File: src/rtl/acc_feeder_if.sv
// Memory-read and accumulator-core bus used by acc_feeder.
// master: the feeder side. slave: the memory and accumulator side.
interface acc_feeder_if #(
  parameter int IN_DATA_WIDTH = 8,
  parameter int DWIDTH        = 16,
  parameter int AWIDTH        = 8
);
  // synchronous-read memory port
  logic                     mem_ce_o;
  logic [AWIDTH-1:0]        mem_addr_o;
  logic [IN_DATA_WIDTH-1:0] mem_q_i;

  // accumulator core port
  logic                     acc_run_o;
  logic [IN_DATA_WIDTH-1:0] acc_number_o;
  logic                     acc_valid_o;
  logic                     acc_valid_i;
  logic [DWIDTH-1:0]        acc_result_i;

  modport master (
    output mem_ce_o, mem_addr_o, acc_run_o, acc_number_o, acc_valid_o,
    input  mem_q_i, acc_valid_i, acc_result_i
  );

  modport slave (
    input  mem_ce_o, mem_addr_o, acc_run_o, acc_number_o, acc_valid_o,
    output mem_q_i, acc_valid_i, acc_result_i
  );
endinterface

File: src/rtl/acc_feeder.sv
// acc_feeder: sequences one accumulation job per start pulse.
// Clears the accumulator, streams N words from a synchronous-read memory into
// it, counts the returned valid ticks and captures the final sum.
// Optional feature macro: ACC_FEEDER_ABORT_EN (adds abort_i, forces IDLE).
module acc_feeder #(
  parameter int IN_DATA_WIDTH = 8,
  parameter int DWIDTH        = 16,
  parameter int AWIDTH        = 8
) (
  input  logic              clk,
  input  logic              reset_n,
  input  logic              start_i,
  input  logic [AWIDTH:0]   num_cnt_i,
`ifdef ACC_FEEDER_ABORT_EN
  input  logic              abort_i,
`endif
  output logic              busy_o,
  output logic              done_o,
  output logic [DWIDTH-1:0] result_o,
  acc_feeder_if.master      bus
);

  typedef enum logic [2:0] {IDLE, CLEAR, FETCH, DRAIN, DONE} state_t;

  // Largest job is 2^AWIDTH words; counters carry one extra bit so that
  // length is representable and addresses never wrap inside a job.
  localparam logic [AWIDTH:0] MAX_N = {1'b1, {AWIDTH{1'b0}}};

  state_t            state_reg, state_next;
  logic [AWIDTH:0]   n_reg, n_next;
  logic [AWIDTH:0]   issue_reg, issue_next;
  logic [AWIDTH:0]   ret_reg, ret_next;
  logic [DWIDTH-1:0] result_reg, result_next;
  logic              acc_valid_reg;
  logic              mem_ce;
  logic              acc_run;
  logic              busy;
  logic              done;
  logic              abort;

`ifdef ACC_FEEDER_ABORT_EN
  assign abort = abort_i;
`else
  assign abort = 1'b0;
`endif

  // Next-state, counter updates and Moore outputs for the job sequencer
  always_comb begin
    state_next  = state_reg;
    n_next      = n_reg;
    issue_next  = issue_reg;
    ret_next    = ret_reg;
    result_next = result_reg;
    busy        = 1'b1;
    done        = 1'b0;
    mem_ce      = 1'b0;
    acc_run     = 1'b0;

    case (state_reg)
      IDLE: begin
        busy = 1'b0;
        if (start_i) begin
          n_next     = (num_cnt_i > MAX_N) ? MAX_N : num_cnt_i;
          state_next = CLEAR;
        end
      end
      CLEAR: begin
        acc_run    = 1'b1;
        issue_next = '0;
        ret_next   = '0;
        if (n_reg == '0) begin
          result_next = '0;
          state_next  = DONE;
        end else begin
          state_next = FETCH;
        end
      end
      FETCH: begin
        mem_ce     = 1'b1;
        issue_next = issue_reg + 1'b1;
        if (issue_reg == n_reg - 1'b1) state_next = DRAIN;
      end
      DRAIN: ;
      DONE: begin
        done       = 1'b1;
        state_next = IDLE;
      end
      default: state_next = IDLE;
    endcase

    // Returns are counted in FETCH as well as DRAIN so a shorter accumulator
    // pipeline finishing during FETCH is captured the same way.
    if ((state_reg == FETCH || state_reg == DRAIN) && bus.acc_valid_i) begin
      ret_next = ret_reg + 1'b1;
      if (ret_reg == n_reg - 1'b1) begin
        result_next = bus.acc_result_i;
        state_next  = DONE;
      end
    end

    // Abort wins over everything except an idle feeder; the sum is left alone.
    if (abort && state_reg != IDLE) begin
      state_next  = IDLE;
      result_next = result_reg;
    end
  end

  // State register
  always_ff @(posedge clk or negedge reset_n) begin
    if (!reset_n) state_reg <= IDLE;
    else          state_reg <= state_next;
  end

  // Job length, issue/return counters and captured result
  always_ff @(posedge clk or negedge reset_n) begin
    if (!reset_n) begin
      n_reg      <= '0;
      issue_reg  <= '0;
      ret_reg    <= '0;
      result_reg <= '0;
    end else begin
      n_reg      <= n_next;
      issue_reg  <= issue_next;
      ret_reg    <= ret_next;
      result_reg <= result_next;
    end
  end

  // Operand-valid tracks the memory read enable by one cycle to line up with
  // mem_q_i; an abort suppresses it in the following cycle.
  always_ff @(posedge clk or negedge reset_n) begin
    if (!reset_n) acc_valid_reg <= 1'b0;
    else          acc_valid_reg <= mem_ce & ~abort;
  end

  assign busy_o           = busy;
  assign done_o           = done;
  assign result_o         = result_reg;
  assign bus.mem_ce_o     = mem_ce;
  assign bus.mem_addr_o   = issue_reg[AWIDTH-1:0];
  assign bus.acc_run_o    = acc_run;
  assign bus.acc_number_o = bus.mem_q_i;
  assign bus.acc_valid_o  = acc_valid_reg;

endmodule

File: src/flat_wrapper.sv
// flat-port wrapper written by rule: the top's interface ports become plain ports
module acc_feeder_flat 
#(
  parameter int IN_DATA_WIDTH = 8,
  parameter int DWIDTH        = 16,
  parameter int AWIDTH        = 8
)
  (clk, reset_n, start_i, num_cnt_i, busy_o, done_o, result_o, bus_mem_ce_o, bus_mem_addr_o, bus_acc_run_o, bus_acc_number_o, bus_acc_valid_o, bus_mem_q_i, bus_acc_valid_i, bus_acc_result_i);
  acc_feeder_if #(.IN_DATA_WIDTH(IN_DATA_WIDTH), .DWIDTH(DWIDTH), .AWIDTH(AWIDTH)) bus_i ();
  input  logic clk;
  input  logic reset_n;
  input  logic start_i;
  input  logic [AWIDTH:0] num_cnt_i;
  output logic busy_o;
  output logic done_o;
  output logic [DWIDTH-1:0] result_o;
  output wire logic [$bits(bus_i.mem_ce_o)-1:0] bus_mem_ce_o;
  output wire logic [$bits(bus_i.mem_addr_o)-1:0] bus_mem_addr_o;
  output wire logic [$bits(bus_i.acc_run_o)-1:0] bus_acc_run_o;
  output wire logic [$bits(bus_i.acc_number_o)-1:0] bus_acc_number_o;
  output wire logic [$bits(bus_i.acc_valid_o)-1:0] bus_acc_valid_o;
  input wire logic [$bits(bus_i.mem_q_i)-1:0] bus_mem_q_i;
  input wire logic [$bits(bus_i.acc_valid_i)-1:0] bus_acc_valid_i;
  input wire logic [$bits(bus_i.acc_result_i)-1:0] bus_acc_result_i;
  assign bus_mem_ce_o = bus_i.mem_ce_o;
  assign bus_mem_addr_o = bus_i.mem_addr_o;
  assign bus_acc_run_o = bus_i.acc_run_o;
  assign bus_acc_number_o = bus_i.acc_number_o;
  assign bus_acc_valid_o = bus_i.acc_valid_o;
  assign bus_i.mem_q_i = bus_mem_q_i;
  assign bus_i.acc_valid_i = bus_acc_valid_i;
  assign bus_i.acc_result_i = bus_acc_result_i;
  acc_feeder #(.IN_DATA_WIDTH(IN_DATA_WIDTH), .DWIDTH(DWIDTH), .AWIDTH(AWIDTH)) u_core (.clk(clk), .reset_n(reset_n), .start_i(start_i), .num_cnt_i(num_cnt_i), .busy_o(busy_o), .done_o(done_o), .result_o(result_o), .bus(bus_i));
endmodule
File: config.mk
export PLATFORM = sky130hd
export DESIGN_NAME = acc_feeder_flat
export DESIGN_NICKNAME = d
export VERILOG_FILES = /design/src/rtl/acc_feeder_if.sv /design/src/rtl/acc_feeder.sv /design/src/flat_wrapper.sv
export SDC_FILE = /design/constraint.sdc
export NUM_CORES = 1
export LEC_CHECK = 0
export CAP_MARGIN = 5
export CORE_MARGIN = 2
export CORE_UTILIZATION = 45
export CTS_BUF_LIST = sky130_fd_sc_hd__clkbuf_4 sky130_fd_sc_hd__clkbuf_8
export DETAILED_ROUTE_END_ITERATION = 7
export PLACE_DENSITY_LB_ADDON = 0.12
export SKIP_LAST_GASP = 1
export SLEW_MARGIN = 10
export SYNTH_ARGS = -nofsm -noshare
export SYNTH_HDL_FRONTEND = slang
export SYNTH_SLANG_ARGS = --single-unit
File: constraint.sdc
create_clock -name clk -period 6.5 [get_ports clk]
set_input_delay 1.3 -clock clk [delete_from_list [all_inputs] [get_ports clk]]
set_output_delay 1.3 -clock clk [all_outputs]
set_load 0.01 [all_outputs]
==> Flow_metrics.wiki <==
{| class="wikitable"
! Metric !! Value
|-
| Result of the run || finished, final reports clean
|-
| Highest routed layer || met4
|-
| Number of gates resized after CTS || 0
|-
| Number of clock sinks || 47
|-
| Power Density || 447 mW/mm^2
|-
| Clock latency reported for the late side of the worst-skew pair || about 300 ps
|-
| Routed length per placed instance || 13.9 um
|-
| Cell class contributing the biggest share of worst-path delay || simple AND/OR/NAND/NOR gates
|-
| Most used flip-flop cell after synthesis || dfrtp_1
|-
| Vias in the first global route || 1942
|-
| Horizontal extent of the die || 81.9 um
|-
| Io pins || 74
|-
| RSZ-0062 raised after global routing || false
|-
| Syn Std Cell Area || 0.00273 mm^2
|-
| Synth Area in XOR/XNOR || 0.0821
|-
| Fmax || between 200 and 300 MHz
|-
| Arrival time at the worst endpoint || 3770 ps
|-
| Slowest cell on the critical path || or4_1
|-
| DRT Wirelength || 5530 um
|-
| FF-to-FF End || u_core.state_reg[1]$_DFF_PN0_
|-
| Tot Pwr || about 1.5 mW
|-
| Net switching share of the total power || 0.388
|-
| Leakage power summed over all cells || 1.55 nW
|-
| Die outline area || 0.00670 mm^2
|-
| Number of inserted filler cells in the final layout || 548
|-
| R2r setup slk || roughly 3400 ps
|-
| Largest area contributor in the synthesized netlist || dfrtp_1
|-
| Largest fanout of any net on the critical path || 18
|-
| Multiplexer share of the synthesized area || 0.0779
|-
| Clock Power Share || 0.121
|-
| Root buf cell || clkbuf_8
|-
| Worst Reg-to-Reg Cells || 6
|-
| Seq pwr share || 0.371
|-
| Required time at the endpoint of the critical path || roughly 6700 ps
|-
| Layout cells sized above 1 || 0.0621
|-
| Row cnt || 28
|-
| End point of the most critical hold path || u_core.issue_reg[8]$_DFFE_PN0P_
|-
| Yosys warning total || 0
|-
| Via-to-Cell Ratio || around 5.3
|-
| Number of nets at the end of the flow || 362
|-
| Worst Setup Path Type || in -> reg
|-
| Final critical path time including I/O delays and setup || 3580 ps
|-
| Num CTS Buffers || 5
|-
| Antenna violations before repair || 0
|-
| Power Internal || 0.899 mW
|-
| Min-Delay Path Depth || 1
|-
| Cell types with the highest counts after synthesis || dfrtp_1, nand2_1, inv_1, o21ai_0, mux2i_1
|-
| Clock edge transition at the registers on the reported setup and hold paths || 80 ps
|-
| Yosys cell types || 46
|-
| Count of buffers inserted at the top-level ports || 57
|-
| Number of remaining DRC errors || 0
|-
| Post-DP HPWL || between 4000 and 5000 um
|-
| Largest net degree at the start of global routing || 48
|-
| Total global routing overflow || 0
|-
| Worst Tran Pin Value || 1030 ps
|-
| Simple-gate share of the synthesized area || 0.201
|-
| Startpoint of the worst hold path || u_core.issue_reg[8]$_DFFE_PN0P_
|-
| Count of buffering cells on the critical path with inverters included || 1
|-
| Synth top area cells || dfrtp_1, mux2i_1, xnor2_1
|-
| Fraction of the yosys area taken by sequential cells || 0.431
|-
| GR Util All Layers || 0.177
|-
| First-pass GRT wire length || 9140 um
|-
| Number of synthesized flops with an enable pin || 0
|-
| Slew Limit Fails || 0
|-
| Reg-to-reg startpoint || u_core.n_reg[3]$_DFFE_PN0P_
|-
| Count of maximum capacitance violations || 0
|-
| Violation count after the first detailed-route iteration || 88
|-
| Setup TNS || 0 ps
|-
| Post-placement worst setup slack || 2600 ps
|-
| Worst-case vdd ir drop || 0.000178 V
|-
| Largest register FFs || 16
|-
| Async SR Flop Fraction || 1.00
|-
| Leading cell type by number of instances after synthesis || dfrtp_1
|-
| Flop and latch count out of synthesis || 47
|-
| Cell count after synthesis || approximately 290
|-
| Routability congestion estimate || 0.829
|-
| Synthesized-area fraction occupied by ao, oa, aoi and oai cells || 0.0894
|-
| H-Tree Level Count || 2
|-
| Fraction of post-synthesis cell area in the top cell type by area || 0.431
|-
| 1st-pass router iterations || 4
|-
| Number of setup buffers added after CTS || 0
|-
| Combinational share of power || 0.508
|-
| Hold violation count in the final report || 0
|-
| Tcrit/Tclk final || 0.550
|-
| Mean cell area of the mapped netlist || roughly 9.6 um^2
|-
| Adder-Cell Fraction of Synth Area || 0.0138
|-
| Endpoint type of the worst setup path || flip-flop
|-
| Core Box Area || 0.00589 mm^2
|-
| Final antenna diode count || 0
|-
| Routed length on met2 || 2520 um
|-
| Synthesized netlist net count || 325
|-
| Largest buffer count on any clock path || 2
|-
| Die H || 81.9 um
|-
| Hold buffer count at CTS || 0
|-
| Routed met1 length || around 2400 um
|-
| Relative max-transition margin || 0.312
|-
| Worst-case clock skew || 5.10 ps
|-
| Largest family of logic cells by synthesized area || simple AND/OR/NAND/NOR gates
|-
| Critical Path Source Type || primary input
|-
| Layout overhead on the synthesized area || 20.3%
|-
| Switching power || 0.569 mW
|-
| Critical path's largest stage delay || 990 ps
|-
| CTS tree || done
|-
| Routed wire length on met3 || around 410 um
|-
| Initial Util || 0.464
|-
| Class of the tightest hold or removal check || reg -> reg
|-
| Via count of the routed design || between 2000 and 2500
|-
| Ordered cell list for the critical path || clkdlybuf4s50_1 -> nand3b_1 -> nor4_1 -> nand4_1 -> or4_1 -> and3b_2
|-
| Final ANT Viol Nets || 0
|-
| Final WS setup || 2920 ps
|-
| Final count of negative-setup-slack endpoints || 0
|}
==> cells in the final DEF (no fill, tap or decap), drive strengths merged, types with 2 or more instances in the layout <==
cell type / synthesis / routed
clkdlybuf4s50: 0 / 56
dfrtp: 47 / 47
nand2: 33 / 33
o21ai: 26 / 26
inv: 25 / 25
mux2i: 19 / 19
xnor2: 15 / 15
nand3: 14 / 14
nand2b: 10 / 10
xor2: 8 / 8
nor2: 6 / 6
nand4: 6 / 6
clkbuf: 8 / 6
o31ai: 4 / 4
nor3b: 4 / 4
or4: 4 / 4
nor3: 3 / 3
and3: 3 / 3
ha: 3 / 3
and3b: 3 / 3
or3b: 2 / 2
nand3b: 2 / 2
a21oi: 2 / 2
mux2: 2 / 2
a22o: 2 / 2
o211ai: 2 / 2
nor4: 2 / 2
or3: 2 / 2
==> layer usage <==
layer / vias to the layer above / global-route usage
met2: 82 / 0.282
li1: 1027 / -
met5: - / 0
met1: 971 / 0.228
met4: 0 / 0.0750
met3: 16 / 0.0462
==> per-stage QoR <==
step | instance area (um^2) | std cells | util | hold WS [ps]
finish | 3280 | 397 | 0.558 | 512
global route | 3280 | 397 | 0.558 | 523
CTS | 3280 | 397 | 0.558 | 518
detailed placement | 3200 | 390 | 0.543 | 506
global placement | 3200 | 390 | 0.543 | 500
floorplan | 2730 | 285 | - | 466
==> cell families (layout without fill, tap and decap cells) <==
family | Yosys count | after routing
xor gates and xnor gates | 24 | 24
AOI/OAI and AO/OA | 41 | 41
buffers and inverters | 52 | 89
muxes | 21 | 21
and+or+nand+nor | 97 | 97
adders and majority gates | 3 | 3
DFF | 47 | 47
==> power groups by stage <==
stage          logic (mW)  clock network (mW)  registers [mW]
2_1_floorplan       0.536                   0           0.521
3_3_place_gp        0.740                   0           0.547
3_5_place_dp        0.747                   0           0.550
4_1_cts             0.750               0.184           0.544
5_1_grt             0.833               0.196           0.562
6_report            0.745               0.178           0.545
==> cell type report <==
cell class	instances	area (um^2)	share of cell area
Sequential cell	47	1180	0.358
Timing Repair Buffer	57	566	0.172
Clock inverter	1	5.00	0.00152
Inverter	25	93.8	0.0286
Tap cell	75	93.8	0.0286
Multi-Input combinational cell	186	1270	0.386
Clock buffer	6	82.6	0.0252
==> worst max-delay path by stage <==
stage	cells after the start	endpoint	slack [ps]	startpoint
CTS	6	u_core.state_reg[0]$_DFF_PN0_	2920	bus_acc_valid_i
detailed placement	6	u_core.state_reg[0]$_DFF_PN0_	2600	bus_acc_valid_i
finish	6	u_core.state_reg[1]$_DFF_PN0_	2920	bus_acc_valid_i
global placement	6	u_core.state_reg[0]$_DFF_PN0_	2620	bus_acc_valid_i
global route	6	u_core.state_reg[1]$_DFF_PN0_	2770	bus_acc_valid_i
floorplan	7	u_core.result_o[10]$_DFF_PN0_	3630	bus_acc_valid_i
Power figures use the tool's default switching activity.
